===== config.mk =====
export PLATFORM = sky130hd
export DESIGN_NAME = decode_stage_flat
export DESIGN_NICKNAME = d
export VERILOG_FILES = /design/src/rtl/decode_if.sv /design/src/rtl/decode_stage.sv /design/src/flat_wrapper.sv
export SDC_FILE = /design/constraint.sdc
export NUM_CORES = 1
export LEC_CHECK = 0
export ABC_AREA = 1
export CAP_MARGIN = 30
export CORE_MARGIN = 3
export CORE_UTILIZATION = 37
export CTS_CLUSTER_DIAMETER = 80
export DETAILED_ROUTE_END_ITERATION = 10
export PLACE_DENSITY = 0.67
export SLEW_MARGIN = 10
export SYNTH_ARGS = -nofsm -noshare
export SYNTH_HDL_FRONTEND = slang
export SYNTH_SLANG_ARGS = --single-unit

===== constraint.sdc =====
create_clock -name CLK -period 4.78 [get_ports CLK]
set_clock_uncertainty 0.15 [all_clocks]
set_input_delay 0.478 -clock CLK [delete_from_list [all_inputs] [get_ports CLK]]
set_output_delay 0.478 -clock CLK [all_outputs]
set_load 0.03 [all_outputs]

===== src/rtl/decode_if.sv =====
// decode_if: upstream instruction handshake, flush and downstream decoded bundle for decode_stage
interface decode_if #(
    parameter int XLEN  = 32,
    parameter int PC_W  = 32,
    parameter int CNT_W = 16
);
    logic            IN_VALID;
    logic            IN_READY;
    logic [31:0]     INSTR;
    logic [PC_W-1:0] PC_IN;
    logic            FLUSH;
    logic            OUT_VALID;
    logic            OUT_READY;
    logic [4:0]      RS1;
    logic [4:0]      RS2;
    logic [4:0]      RD;
    logic [3:0]      ALU_OP;
    logic            ALU_SRC;
    logic [XLEN-1:0] IMM;
    logic            REG_WR;
    logic            BR;
    logic [2:0]      BR_F3;
    logic            JAL;
    logic            JALR;
    logic            LOAD;
    logic            STORE;
    logic            ILLEGAL;
    logic [PC_W-1:0] PC_OUT;
    logic [CNT_W-1:0] DEC_CNT;

    modport master (
        output IN_VALID, INSTR, PC_IN, FLUSH, OUT_READY,
        input  IN_READY, OUT_VALID, RS1, RS2, RD, ALU_OP, ALU_SRC, IMM, REG_WR, BR, BR_F3,
               JAL, JALR, LOAD, STORE, ILLEGAL, PC_OUT, DEC_CNT
    );

    modport slave (
        input  IN_VALID, INSTR, PC_IN, FLUSH, OUT_READY,
        output IN_READY, OUT_VALID, RS1, RS2, RD, ALU_OP, ALU_SRC, IMM, REG_WR, BR, BR_F3,
               JAL, JALR, LOAD, STORE, ILLEGAL, PC_OUT, DEC_CNT
    );
endinterface


===== src/rtl/decode_stage.sv =====
// decode_stage: RV32I decoder with a one-entry registered output bundle and valid/ready handshakes
module decode_stage #(
    parameter int XLEN  = 32,
    parameter int PC_W  = 32,
    parameter int CNT_W = 16
) (
    input logic     CLK,
    input logic     RST,
    decode_if.slave bus
);
    localparam logic [6:0] OP_ALU   = 7'b0110011;
    localparam logic [6:0] OP_IMM   = 7'b0010011;
    localparam logic [6:0] OP_BR    = 7'b1100011;
    localparam logic [6:0] OP_JAL   = 7'b1101111;
    localparam logic [6:0] OP_JALR  = 7'b1100111;
    localparam logic [6:0] OP_LOAD  = 7'b0000011;
    localparam logic [6:0] OP_STORE = 7'b0100011;
    localparam logic [6:0] OP_LUI   = 7'b0110111;
    localparam logic [6:0] OP_AUIPC = 7'b0010111;

    localparam logic [3:0] ALU_ADD   = 4'd0;
    localparam logic [3:0] ALU_SUB   = 4'd1;
    localparam logic [3:0] ALU_SLL   = 4'd2;
    localparam logic [3:0] ALU_LT    = 4'd3;
    localparam logic [3:0] ALU_LTU   = 4'd4;
    localparam logic [3:0] ALU_XOR   = 4'd5;
    localparam logic [3:0] ALU_SRL   = 4'd6;
    localparam logic [3:0] ALU_SRA   = 4'd7;
    localparam logic [3:0] ALU_OR    = 4'd8;
    localparam logic [3:0] ALU_AND   = 4'd9;
    localparam logic [3:0] ALU_PASSB = 4'd10;

    localparam logic [6:0] F7_ALT = 7'b0100000;

    typedef struct packed {
        logic [4:0]      rs1;
        logic [4:0]      rs2;
        logic [4:0]      rd;
        logic [3:0]      alu_op;
        logic            alu_src;
        logic [XLEN-1:0] imm;
        logic            reg_wr;
        logic            br;
        logic [2:0]      br_f3;
        logic            jal;
        logic            jalr;
        logic            load;
        logic            store;
        logic            illegal;
        logic [PC_W-1:0] pc;
    } bundle_t;

    bundle_t          d;
    bundle_t          q;
    logic             out_valid;
    logic [CNT_W-1:0] cnt;
    logic             capture;
    logic [6:0]       opc;
    logic [2:0]       f3;
    logic [6:0]       f7;
    logic [4:0]       rd;
    logic [4:0]       rs1;
    logic [4:0]       rs2;
    logic [3:0]       alu_op;
    logic [XLEN-1:0]  imm_i;
    logic [XLEN-1:0]  imm_s;
    logic [XLEN-1:0]  imm_b;
    logic [XLEN-1:0]  imm_u;
    logic [XLEN-1:0]  imm_j;

    assign opc = bus.INSTR[6:0];
    assign rd  = bus.INSTR[11:7];
    assign f3  = bus.INSTR[14:12];
    assign rs1 = bus.INSTR[19:15];
    assign rs2 = bus.INSTR[24:20];
    assign f7  = bus.INSTR[31:25];

    assign imm_i = XLEN'($signed(bus.INSTR[31:20]));
    assign imm_s = XLEN'($signed({bus.INSTR[31:25], bus.INSTR[11:7]}));
    assign imm_b = XLEN'($signed({bus.INSTR[31], bus.INSTR[7], bus.INSTR[30:25], bus.INSTR[11:8], 1'b0}));
    assign imm_u = XLEN'($signed({bus.INSTR[31:12], 12'b0}));
    assign imm_j = XLEN'($signed({bus.INSTR[31], bus.INSTR[19:12], bus.INSTR[20], bus.INSTR[30:21], 1'b0}));

    // bit 30 only means SUB for register-register ops; for ADDI it is an immediate bit
    assign alu_op = f3 == 3'b000 ? (bus.INSTR[30] && opc == OP_ALU ? ALU_SUB : ALU_ADD) :
                    f3 == 3'b001 ? ALU_SLL :
                    f3 == 3'b010 ? ALU_LT  :
                    f3 == 3'b011 ? ALU_LTU :
                    f3 == 3'b100 ? ALU_XOR :
                    f3 == 3'b101 ? (bus.INSTR[30] ? ALU_SRA : ALU_SRL) :
                    f3 == 3'b110 ? ALU_OR  : ALU_AND;

    assign capture       = bus.IN_VALID && bus.IN_READY;
    assign bus.IN_READY  = (!out_valid || bus.OUT_READY) && !bus.FLUSH && !RST;
    assign bus.OUT_VALID = out_valid;
    assign bus.DEC_CNT   = cnt;
    assign bus.RS1       = q.rs1;
    assign bus.RS2       = q.rs2;
    assign bus.RD        = q.rd;
    assign bus.ALU_OP    = q.alu_op;
    assign bus.ALU_SRC   = q.alu_src;
    assign bus.IMM       = q.imm;
    assign bus.REG_WR    = q.reg_wr;
    assign bus.BR        = q.br;
    assign bus.BR_F3     = q.br_f3;
    assign bus.JAL       = q.jal;
    assign bus.JALR      = q.jalr;
    assign bus.LOAD      = q.load;
    assign bus.STORE     = q.store;
    assign bus.ILLEGAL   = q.illegal;
    assign bus.PC_OUT    = q.pc;

    // decode the incoming word into the next bundle; illegal encodings keep fields but drop all effects
    always_comb begin
        d    = '0;
        d.pc = bus.PC_IN;
        case (opc)
            OP_ALU: begin
                d.rs1     = rs1;
                d.rs2     = rs2;
                d.rd      = rd;
                d.reg_wr  = 1'b1;
                d.alu_op  = alu_op;
                d.illegal = !(f7 == 7'b0 || (f7 == F7_ALT && (f3 == 3'b000 || f3 == 3'b101)));
            end
            OP_IMM: begin
                d.rs1     = rs1;
                d.rd      = rd;
                d.reg_wr  = 1'b1;
                d.alu_src = 1'b1;
                d.imm     = imm_i;
                d.alu_op  = alu_op;
                d.illegal = (f3 == 3'b001 && f7 != 7'b0) || (f3 == 3'b101 && f7 != 7'b0 && f7 != F7_ALT);
            end
            OP_BR: begin
                d.rs1     = rs1;
                d.rs2     = rs2;
                d.br      = 1'b1;
                d.imm     = imm_b;
                d.illegal = f3 == 3'b010 || f3 == 3'b011;
            end
            OP_JAL: begin
                d.rd      = rd;
                d.reg_wr  = 1'b1;
                d.alu_src = 1'b1;
                d.jal     = 1'b1;
                d.imm     = imm_j;
            end
            OP_JALR: begin
                d.rs1     = rs1;
                d.rd      = rd;
                d.reg_wr  = 1'b1;
                d.alu_src = 1'b1;
                d.jalr    = 1'b1;
                d.imm     = imm_i;
                d.illegal = f3 != 3'b000;
            end
            OP_LOAD: begin
                d.rs1     = rs1;
                d.rd      = rd;
                d.reg_wr  = 1'b1;
                d.alu_src = 1'b1;
                d.load    = 1'b1;
                d.imm     = imm_i;
            end
            OP_STORE: begin
                d.rs1     = rs1;
                d.rs2     = rs2;
                d.alu_src = 1'b1;
                d.store   = 1'b1;
                d.imm     = imm_s;
            end
            OP_LUI: begin
                d.rd      = rd;
                d.reg_wr  = 1'b1;
                d.alu_src = 1'b1;
                d.alu_op  = ALU_PASSB;
                d.imm     = imm_u;
            end
            OP_AUIPC: begin
                d.rd      = rd;
                d.reg_wr  = 1'b1;
                d.alu_src = 1'b1;
                d.imm     = imm_u;
            end
            default: d.illegal = 1'b1;
        endcase
        if (d.illegal) begin
            d.reg_wr = 1'b0;
            d.br     = 1'b0;
            d.jal    = 1'b0;
            d.jalr   = 1'b0;
            d.load   = 1'b0;
            d.store  = 1'b0;
            d.alu_op = ALU_ADD;
        end
        d.reg_wr = d.reg_wr && d.rd != 5'd0;
        d.br_f3  = d.br ? f3 : 3'b0;
    end

    // output register: capture on input handshake, drop on flush or drained handshake, count delivered bundles
    always_ff @(posedge CLK or posedge RST) begin
        if (RST) begin
            out_valid <= 1'b0;
            cnt       <= '0;
            q         <= '0;
        end else begin
            if (out_valid && bus.OUT_READY && !bus.FLUSH) cnt <= cnt + 1'b1;
            out_valid <= !bus.FLUSH && (capture || (out_valid && !bus.OUT_READY));
            if (capture) q <= d;
        end
    end
endmodule


===== src/flat_wrapper.sv =====
// flat-port wrapper written by rule: the top's interface ports become plain ports
module decode_stage_flat 
#(
    parameter int XLEN  = 32,
    parameter int PC_W  = 32,
    parameter int CNT_W = 16
)
  (CLK, RST, bus_IN_VALID, bus_INSTR, bus_PC_IN, bus_FLUSH, bus_OUT_READY, bus_IN_READY, bus_OUT_VALID, bus_RS1, bus_RS2, bus_RD, bus_ALU_OP, bus_ALU_SRC, bus_IMM, bus_REG_WR, bus_BR, bus_BR_F3, bus_JAL, bus_JALR, bus_LOAD, bus_STORE, bus_ILLEGAL, bus_PC_OUT, bus_DEC_CNT);
  decode_if #(.XLEN(XLEN), .PC_W(PC_W), .CNT_W(CNT_W)) bus_i ();
  input logic CLK;
  input logic RST;
  input wire logic [$bits(bus_i.IN_VALID)-1:0] bus_IN_VALID;
  input wire logic [$bits(bus_i.INSTR)-1:0] bus_INSTR;
  input wire logic [$bits(bus_i.PC_IN)-1:0] bus_PC_IN;
  input wire logic [$bits(bus_i.FLUSH)-1:0] bus_FLUSH;
  input wire logic [$bits(bus_i.OUT_READY)-1:0] bus_OUT_READY;
  output wire logic [$bits(bus_i.IN_READY)-1:0] bus_IN_READY;
  output wire logic [$bits(bus_i.OUT_VALID)-1:0] bus_OUT_VALID;
  output wire logic [$bits(bus_i.RS1)-1:0] bus_RS1;
  output wire logic [$bits(bus_i.RS2)-1:0] bus_RS2;
  output wire logic [$bits(bus_i.RD)-1:0] bus_RD;
  output wire logic [$bits(bus_i.ALU_OP)-1:0] bus_ALU_OP;
  output wire logic [$bits(bus_i.ALU_SRC)-1:0] bus_ALU_SRC;
  output wire logic [$bits(bus_i.IMM)-1:0] bus_IMM;
  output wire logic [$bits(bus_i.REG_WR)-1:0] bus_REG_WR;
  output wire logic [$bits(bus_i.BR)-1:0] bus_BR;
  output wire logic [$bits(bus_i.BR_F3)-1:0] bus_BR_F3;
  output wire logic [$bits(bus_i.JAL)-1:0] bus_JAL;
  output wire logic [$bits(bus_i.JALR)-1:0] bus_JALR;
  output wire logic [$bits(bus_i.LOAD)-1:0] bus_LOAD;
  output wire logic [$bits(bus_i.STORE)-1:0] bus_STORE;
  output wire logic [$bits(bus_i.ILLEGAL)-1:0] bus_ILLEGAL;
  output wire logic [$bits(bus_i.PC_OUT)-1:0] bus_PC_OUT;
  output wire logic [$bits(bus_i.DEC_CNT)-1:0] bus_DEC_CNT;
  assign bus_i.IN_VALID = bus_IN_VALID;
  assign bus_i.INSTR = bus_INSTR;
  assign bus_i.PC_IN = bus_PC_IN;
  assign bus_i.FLUSH = bus_FLUSH;
  assign bus_i.OUT_READY = bus_OUT_READY;
  assign bus_IN_READY = bus_i.IN_READY;
  assign bus_OUT_VALID = bus_i.OUT_VALID;
  assign bus_RS1 = bus_i.RS1;
  assign bus_RS2 = bus_i.RS2;
  assign bus_RD = bus_i.RD;
  assign bus_ALU_OP = bus_i.ALU_OP;
  assign bus_ALU_SRC = bus_i.ALU_SRC;
  assign bus_IMM = bus_i.IMM;
  assign bus_REG_WR = bus_i.REG_WR;
  assign bus_BR = bus_i.BR;
  assign bus_BR_F3 = bus_i.BR_F3;
  assign bus_JAL = bus_i.JAL;
  assign bus_JALR = bus_i.JALR;
  assign bus_LOAD = bus_i.LOAD;
  assign bus_STORE = bus_i.STORE;
  assign bus_ILLEGAL = bus_i.ILLEGAL;
  assign bus_PC_OUT = bus_i.PC_OUT;
  assign bus_DEC_CNT = bus_i.DEC_CNT;
  decode_stage #(.XLEN(XLEN), .PC_W(PC_W), .CNT_W(CNT_W)) u_core (.CLK(CLK), .RST(RST), .bus(bus_i));
endmodule

**Yosys cells after proc, flatten, opt, wreduce, memory -nomap -nowiden**

Index checks and enable logic that the tools add are counted.

- Register bits: 111
- Output and inout port bits: 112
- Logic and storage cells: 98

- Add/subtract/negate cells: 1
- Equality and inequality tests: 17
- Muxes and demuxes: 26
- Reduce and logical (&&, ||, !) cells: 37

Operator list:

| kind | count |
|---|---|
| $pmux W32 S5 | 1 |
| $mux W4 | 8 |
| $eq A7 B6 Y1 const B | 4 |
| $eq A7 B7 Y1 const B | 3 |
| $add A16 B1 Y16 const B | 1 |
| $mux W5 | 3 |
| $eq A7 B5 Y1 const B | 2 |
| $reduce_or A7 Y1 | 2 |
| $logic_and A1 B1 Y1 | 13 |
| $mux W1 | 10 |
| $eq A3 B3 Y1 const B | 3 |
| $pmux W4 S2 | 1 |
| $eq A7 B2 Y1 const B | 1 |
| $logic_not A7 Y1 | 1 |
| $ne A7 B6 Y1 const B | 1 |
| $reduce_bool A7 Y1 | 1 |
| $eq A3 B2 Y1 const B | 2 |
| $logic_or A1 B1 Y1 | 6 |
| $reduce_or A3 Y1 | 2 |
| $reduce_or A6 Y1 | 1 |
| $logic_not A1 Y1 | 5 |
| $pmux W1 S5 | 1 |
| $reduce_bool A5 Y1 | 1 |
| $reduce_or A5 Y1 | 1 |
| other kinds (6) | 7 |

**Logic depth before layout (Yosys ltp)**

Gate-level depths: netlist of the first run.

- Depth after elaboration: 10
- Gate-level depth with buffers: 13
- Mapped depth without buffers: 12

**Least setup slack after synthesis of the first run**

OpenSTA, ideal clock, no wires.

- Path kind: flip-flop to flip-flop
- Start: reg u_core.cnt[0], in the netlist u_core.bus.DEC_CNT[0]
- End: reg u_core.cnt[14], in the netlist u_core.bus.DEC_CNT[14]
- Setup time: 0.133 ns
- Arrival: 1.669 ns
- Required time: 4.497 ns
- Path slack: 2.828 ns
- Stages on the path, launching flop included: 9
- Path buffers: 0
- Period minus slack after synthesis: 1.952 ns
- Path through: dfrtp_1 ha_1 nand3_1 or2_4 nor2_1 nand2_1 nor2_1 nand3_1 xnor2_1

- Cells in the longest elaborated chain, start to end: 1

RTL lines:

| what | RTL line | source |
|---|---|---|
| start, declared | decode_stage.sv:56 | `logic [CNT_W-1:0] cnt;` |
| start signal, assigned | decode_stage.sv:208 | `if (out_valid && bus.OUT_READY && !bus.FLUSH) cnt <= cnt + 1'b1;` |
| $add A16 B1 Y16 | decode_stage.sv:208 |  |

Every way passes these cells.
A chain may end at the register's enable or synchronous reset.

**Final worst setup path of the first run**

- Start: in RST
- End: reg u_core.q, in the netlist u_core.bus.IMM[31]

- Cells in the longest elaborated chain, start to end: 3

RTL lines:

| what | RTL line | source |
|---|---|---|
| start, declared | flat_wrapper.sv:11 | `input logic RST;` |
| $logic_not A1 Y1 | decode_stage.sv:94 | `assign bus.IN_READY = (!out_valid \|\| bus.OUT_READY) && !bus.FLUSH && !RST;` |
| $logic_and A1 B1 Y1 | decode_stage.sv:94 |  |
| $logic_and A1 B1 Y1 | decode_stage.sv:93 | `assign capture = bus.IN_VALID && bus.IN_READY;` |
| end signal, assigned | decode_stage.sv:206 | `q <= '0;` |
| end signal, assigned | decode_stage.sv:210 | `if (capture) q <= d;` |
| end, declared | decode_stage.sv:54 | `bundle_t q;` |

Every way passes these cells.

==> results.md, run 1 <==
- Max Slew Vio Count: 0
- Slowest stage cell, crit path: clkinv_2
- Die Y: 122 um
- Core footprint: approximately 13,000 um^2
- PwrDens: around 320 nW/um^2
- P_sw: roughly 0.00067 W
- Number of buffers created by CTS: 9
- Die Area: around 15,000 um^2
- Pleak: 3.39 nW
- Inst Count DP: 931
- # Max-Cap Violations: 0
- Number of diodes: 0
- Post-route minimum period: 2.89 ns
- Row count: 41
- Clk pwr share: 33.9%
- Via count: approximately 4.6k
- CP bufs+invs: 3
- Internal power: 0.00166 W
- Largest net degree at the start of global routing: 75
- Placed Area: 6940 um^2
- Final period utilization: 60.5%
- Combinational power share: 21.0%
- Die Width: 122 um
- Post-CTS Setup Inserts: 0
- Commonest non-fill, non-tap cell in the layout: nand2_1
- WL final: around 15,000 um
- Seq/Total Area, Yosys: 55.5%
- Peak VDD IR: between 150 and 200 uV
- Sequential power share: 45.1%
- Synthesized instance count: 600
- Routed Antenna Nets: 0
- CP Depth: 10
- WL/cell: 15.5 um
- Number of remaining DRC errors: 0
- Syn Nets: 670
- Layout cells sized above 1: 5.81%
- First-pass GRT wire length: 23,600 um
- CP Max Fanout: 55
- Initial Util: around two fifths
- Global route overflow: 0
- Maximum level of the CTS H-tree: 3
- Area Overhead vs Synth: 45.0%
- Final instance area: 7260 um^2
- Setup crit end kind: register
- Cell mode on critical path: nand2_1
- 1st-iter DRT viols: 336
- Fin nets: 840
- Post-Syn Area: approximately 5000 um^2
- Vias per cell: 4.84
- Final Util: 56.2%
- Max incr delay on CP: 0.72 ns
- CP delay by family, top: buffers and inverters
- PnR Total Power: 0.00233 W
- Worst Hold Class: register to register
- Crit-path cells: clkdlybuf4s50_1 -> nor2_1 -> nand2_1 -> inv_2 -> nand2_4 -> clkinv_2 -> o21ai_2 -> o21ai_0 -> nand2_1 -> nand2_1
- Slew margin rel.: 51.7%
- Port Buffer Count: 180
- Synth warn: 0
- Clock latency on the worst-skew pair: 0.35 ns
- Final Hold Viols: 0
- Worst setup SP type: input pin
- Worst-path clk slew: 0.07 ns
- Vias in the first global route: 4,669
- RSZ-0062 raised after global routing: no
- Post-synth cell types: 33
- Gr usage total: around a fifth
- Hold buffer count at CTS: 0
- # clock sinks: 111
- Final setup vio count: 0
- Cell Count, Final, Fillers Out: 947
- Critical path class: input pin to register
- Clk root buf: clkbuf_16
- IO Pins: 181
- GP Congestion: 0.923
- R2R cell count: 9
- Initial antenna violation count: 0
- Resize count post-CTS: 0
- WP data required: 4.87 ns
- WHS Path Cells: 1
- Syn Area/Cell: 8.35 um^2
- CTS tree: done
- Sum of negative setup slack: 0 ns
- 1st-pass router iterations: 5
- Sw Share: 28.6%
- Post-detail-place hpwl: 10,900 um
- Outcome: completed
- Slew of the pin with the lowest slew margin: 0.725 ns
- Arrival time at the worst endpoint: between 2 and 3 ns
- Top achievable clock speed: 0.346 GHz
- #FFs+latches synth: 111
- Clock buffer depth: 2
- Most frequent cells in the layout: 225 x nand2_1, 180 x clkdlybuf4s50_1, 111 x dfrtp_1
## sequential cells by signal, summed over array words and instances (netlist names), 3 cells and up
register,count
u_core.bus.RD,5
u_core.bus.BR_F3,3
u_core.bus.DEC_CNT,16
u_core.bus.PC_OUT,32
u_core.bus.ALU_OP,4
u_core.bus.IMM,32
u_core.bus.RS2,5
u_core.bus.RS1,5
## power groups by stage
| stage | Clock, W | Combinational (W) | Sequential, W |
|---|---|---|---|
| after global routing | 0.000849 | 0.000528 | 0.00106 |
| after global placement | 0 | 0.000488 | 0.00107 |
| after detailed placement | 0 | 0.000494 | 0.00107 |
| after CTS | 0.000815 | 0.000495 | 0.00105 |
| after floorplan | 0 | 0.000118 | 0.00120 |
| final | 0.000789 | 0.000490 | 0.00105 |
## through the flow
stage                     hold slack, ns  setup slack [ns]
after floorplan                    0.391              1.22
after detailed placement           0.316              1.49
after CTS                          0.335              1.87
final                              0.331              1.89
after global placement             0.313              1.57
after global routing               0.355              1.56
## kinds of logic after synthesis
| kind of cell | synth area share (%) |
|---|---|
| xor gates and xnor gates | 2.10 |
| DFF | 55.5 |
| AOI/OAI and AO/OA | 11.0 |
| buffers and inverters | 5.67 |
| and+or+nand+nor | 25.5 |
| adders and majority gates | 0.250 |
## layout make-up
class / instances / area, um^2
clock inverters: 3 / 47.5
clock buffers: 13 / 270
well taps: 172 / 215
fillers: 1220 / 5670
inverters: 45 / 173
flip-flops and latches: 111 / 2780
repair buffers: 183 / 1820
multi-input cells: 420 / 1950
## path summary, 6_finish.rpt
kind                                                     from                            endpoint  slack, ns
max                                                       RST      u_core.bus.IMM[31]$_DFFE_PP0P_       1.89
min                        u_core.bus.DEC_CNT[15]$_DFFE_PP0P_  u_core.bus.DEC_CNT[15]$_DFFE_PP0P_       0.33
max reg2reg                    u_core.bus.OUT_VALID$_DFF_PP0_      u_core.bus.IMM[31]$_DFFE_PP0P_       2.14
min reg2reg                u_core.bus.DEC_CNT[15]$_DFFE_PP0P_  u_core.bus.DEC_CNT[15]$_DFFE_PP0P_       0.33
max in group asynchronous                                 RST    u_core.bus.PC_OUT[3]$_DFFE_PP0P_       3.13
min in group asynchronous                                 RST   u_core.bus.DEC_CNT[8]$_DFFE_PP0P_       0.41
## synth_stat cells (all sizes together)
cell type	number	area [um^2]
nand2	229	867
dfrtp	111	2780
o21ai	59	303
inv	44	165
nor2	37	166
nand3	27	155
a21oi	24	120
buf	12	68.8
clkbuf	12	45.0
xnor2	8	70.1
nand4	7	43.8
a22oi	6	45.0
nor3	6	35.0
o31ai	6	45.0
xor2	4	35.0
a21o	1	7.51
a32oi	1	8.76
clkinv	1	5.00
ha	1	12.5
o211ai	1	7.51
o22a	1	8.76
o22ai	1	6.26
or2	1	8.76
## per-layer routing
| layer | GRT usage [%] | share of wire [%] |
|---|---|---|
| met5 | 0 | 0 |
| met4 | 5.67 | 1.3 |
| met3 | 5.30 | 8.0 |
| met2 | 31.9 | 47 |
| met1 | 26.8 | 44 |
No activity file was read; power rests on OpenSTA's default activity.
==> inputs of run 2 (changes only) <==
--- a/config.mk
+++ b/config.mk
@@ -11,7 +11,7 @@
 export CORE_UTILIZATION = 37
 export CTS_CLUSTER_DIAMETER = 80
 export DETAILED_ROUTE_END_ITERATION = 10
-export PLACE_DENSITY = 0.67
+export PLACE_DENSITY = 0.7
 export SLEW_MARGIN = 10
 export SYNTH_ARGS = -nofsm -noshare
 export SYNTH_HDL_FRONTEND = slang
==> constraint.sdc (replaced) <==
create_clock -name CLK -period 2.6 [get_ports CLK]
set_clock_uncertainty 0.15 [all_clocks]
set_input_delay 0.26 -clock CLK [delete_from_list [all_inputs] [get_ports CLK]]
set_output_delay 0.26 -clock CLK [all_outputs]
set_load 0.03 [all_outputs]
==> run 2 against run 1 <==
  * Total power increased by 78%
  * Critical path depth is 4 lower
  * Via count increased by 1.9%
  * Combinational power is 85% higher
  * Clock power up 67%
  * Cell count up 0.32%
  * Wire length down 0.81%
  * Global-route usage rose by 0.16 points
  * Sequential power is 84% higher
  * Worst setup slack got worse by 1.4 ns
  * Critical endpoint is now bus_IN_READY
==> results.md, run 2 (same netlist as run 1, synthesis figures left out) <==
- Worst-path clk slew: 0.07 ns (about the same)
- Hold buffer count at CTS: 0 (unchanged)
- Via count: 4,675 (+1.9%)
- # Max-Cap Violations: 0 (unchanged)
- Top achievable clock speed: between 0.4 and 0.5 GHz
- Post-route minimum period: around 2.1 ns
- R2R Path End: u_core.bus.DEC_CNT[14]$_DFFE_PP0P_
- Port Buffer Count: 180 (unchanged)
- Initial antenna violation count: 0 (unchanged)
- Most frequent cells in the layout: 225 x nand2_1, 180 x clkdlybuf4s50_1, 111 x dfrtp_1
- R2R cell count: 8 (-1)
- Outcome: completed
- Maximum level of the CTS H-tree: 3 (unchanged)
- Final instance area: 7270 um^2 (+0.14%)
- Worst Hold Class: input pin to register
- Final setup vio count: 0 (unchanged)
- IO Pins: 181 (unchanged)
- Core footprint: 12,900 um^2 (unchanged)
- 1st-pass router iterations: 5 (unchanged)
- WL/cell: 15.3 um (-1.1%)
- Max Slew Vio Count: 0 (unchanged)
- Fill cells: 1,207 (-1.1%)
- Vias per cell: 4.92 (+1.6%)
- Die Width: 122 um (unchanged)
- FF+latch area: 2780 um^2 (unchanged)
- WHS Path Cells: 3 (+2)
- Cell Count, Final, Fillers Out: 950 (+0.32%)
- Slew of the pin with the lowest slew margin: 0.609 ns (-0.116 ns)
- Post-CTS Setup Inserts: 0 (unchanged)
- Critical path class: input pin to primary output
- Final Hold Viols: 0 (unchanged)
- # clock sinks: 111 (unchanged)
- Setup crit end kind: primary output
- Die Y: 122 um (unchanged)
- Row count: 41 (unchanged)
- RSZ-0062 raised after global routing: no
- Fin nets: 843 (+0.36%)
- Slew margin rel.: 59.4% (+7.7 points)
- Hold endpoint: u_core.bus.PC_OUT[6]$_DFFE_PP0P_
- GP Congestion: 0.957 (+3.7%)
- Final period utilization: 82.0%
- Initial Util: 38.7% (unchanged)
- Die Area: 15,000 um^2 (unchanged)
- WP data required: 2.19 ns (-2.68 ns)
- Worst hold slack: 0.290 ns (-0.0412 ns)
- Number of remaining DRC errors: 0 (unchanged)
- Area of the multi-input gates: 1950 um^2 (unchanged)
- Global route overflow: 0 (unchanged)
- Inst Count DP: 934 (+0.32%)
- 1st-iter DRT viols: 313 (-6.8%)
- Routed Antenna Nets: 0 (unchanged)
- Resize count post-CTS: 0 (unchanged)
- Peak VDD IR: 313 uV (+79%)
- First-pass GRT wire length: 23,600 um (-0.26%)
- HP Start: bus_PC_IN[6]
- CP Max Fanout: 2 (-96%)
- Number of diodes: 0 (unchanged)
- Reg2Reg Setup Slack: 0.69 ns (-1.45 ns)
- Worst setup SP type: input pin
- Pleak: 3.38 nW (-0.17%)
- Number of buffers created by CTS: 9 (unchanged)
- Vias in the first global route: 4,666 (-0.064%)
- Layout cells sized above 1: 5.91% (+0.11 points)
- Clock latency on the worst-skew pair: 0.35 ns (about the same)
- Clock buffer depth: 2 (unchanged)
- Area Overhead vs Synth: 45.2%
- Worst r2r src: u_core.bus.DEC_CNT[0]$_DFFE_PP0P_
- WL final: 14,500 um (-0.81%)
- Clk root buf: clkbuf_16
- Largest net degree at the start of global routing: 128 (+71%)
- Commonest non-fill, non-tap cell in the layout: nand2_1
- PwrDens: 571 nW/um^2 (+78%)
- Post-detail-place hpwl: 10,700 um (-1.9%)
- Gr usage total: 20.1% (+0.16 points)
- Sum of negative setup slack: 0 ns (unchanged)
- Placed Area: 6990 um^2 (+0.70%)
- CTS tree: done
- Arrival time at the worst endpoint: 1.72 ns (-1.26 ns)
==> run 2: cell types whose count changed in the layout (fill, tap and decap cells not counted) <==
cell        previous run  this run
inv_4                  1         0
bufinv_16              1         0
buf_12                 0         2
clkinvlp_4             0         3
clkbuf_1               1         3
clkbuf_8               3         2
buf_4                  3         4
inv_6                  2         0
==> run 2: cell type report <==
class / count / area share (%)
flip-flops and latches: 111 / 38.2
multi-input cells: 420 / 26.9
repair buffers: 186 / 25.7
clock buffers: 14 / 3.63
well taps: 172 / 2.96
inverters: 45 / 2.39
clock inverters: 2 / 0.207
==> run 2: power breakdown <==
part | leakage [nW] | switching [W] | internal [W]
Clock | 0.129 | 0.000616 | 0.000705
Combinational | 1.78 | 0.000524 | 0.000382
Sequential | 1.48 | 0.0000794 | 0.00185
Total | 3.38 | 0.00122 | 0.00293
==> run 2: stage by stage <==
step	total power (W)	util, %	setup WS [ns]
4_1_cts	0.00420	56.2	0.477
3_3_place_gp	0.00286	54.1	0.352
3_5_place_dp	0.00287	54.1	0.283
2_1_floorplan	0.00242	-	0.648
5_1_grt	0.00435	56.2	0.418
6_report	0.00415	56.2	0.468
==> run 2: worst max-delay path by stage <==
stage,from,to,slack [ns],cells past startpoint
finish,bus_OUT_READY,bus_IN_READY,0.47,6
CTS,bus_OUT_READY,bus_IN_READY,0.48,6
global route,bus_OUT_READY,bus_IN_READY,0.42,6
floorplan,u_core.bus.DEC_CNT[0]$_DFFE_PP0P_,u_core.bus.DEC_CNT[14]$_DFFE_PP0P_,0.65,8
detailed placement,bus_INSTR[2],u_core.bus.IMM[18]$_DFFE_PP0P_,0.28,8
global placement,bus_INSTR[2],u_core.bus.IMM[12]$_DFFE_PP0P_,0.35,8
==> run 2: worst max-delay path, cell delays in order <==
cell	delay, ns
clkdlybuf4s50_1	0.51
inv_1	0.06
nand2_1	0.08
nand2_1	0.07
inv_2	0.08
clkdlybuf4s50_1	0.66
==> run 2: metal layers <==
metal	part of all wire (%)	GRT usage, %	wire length (um)
met2	45	30.3	6550
met4	2.6	8.19	385
met1	44	27.1	6380
met5	0	0	0
met3	8.3	6.13	1210
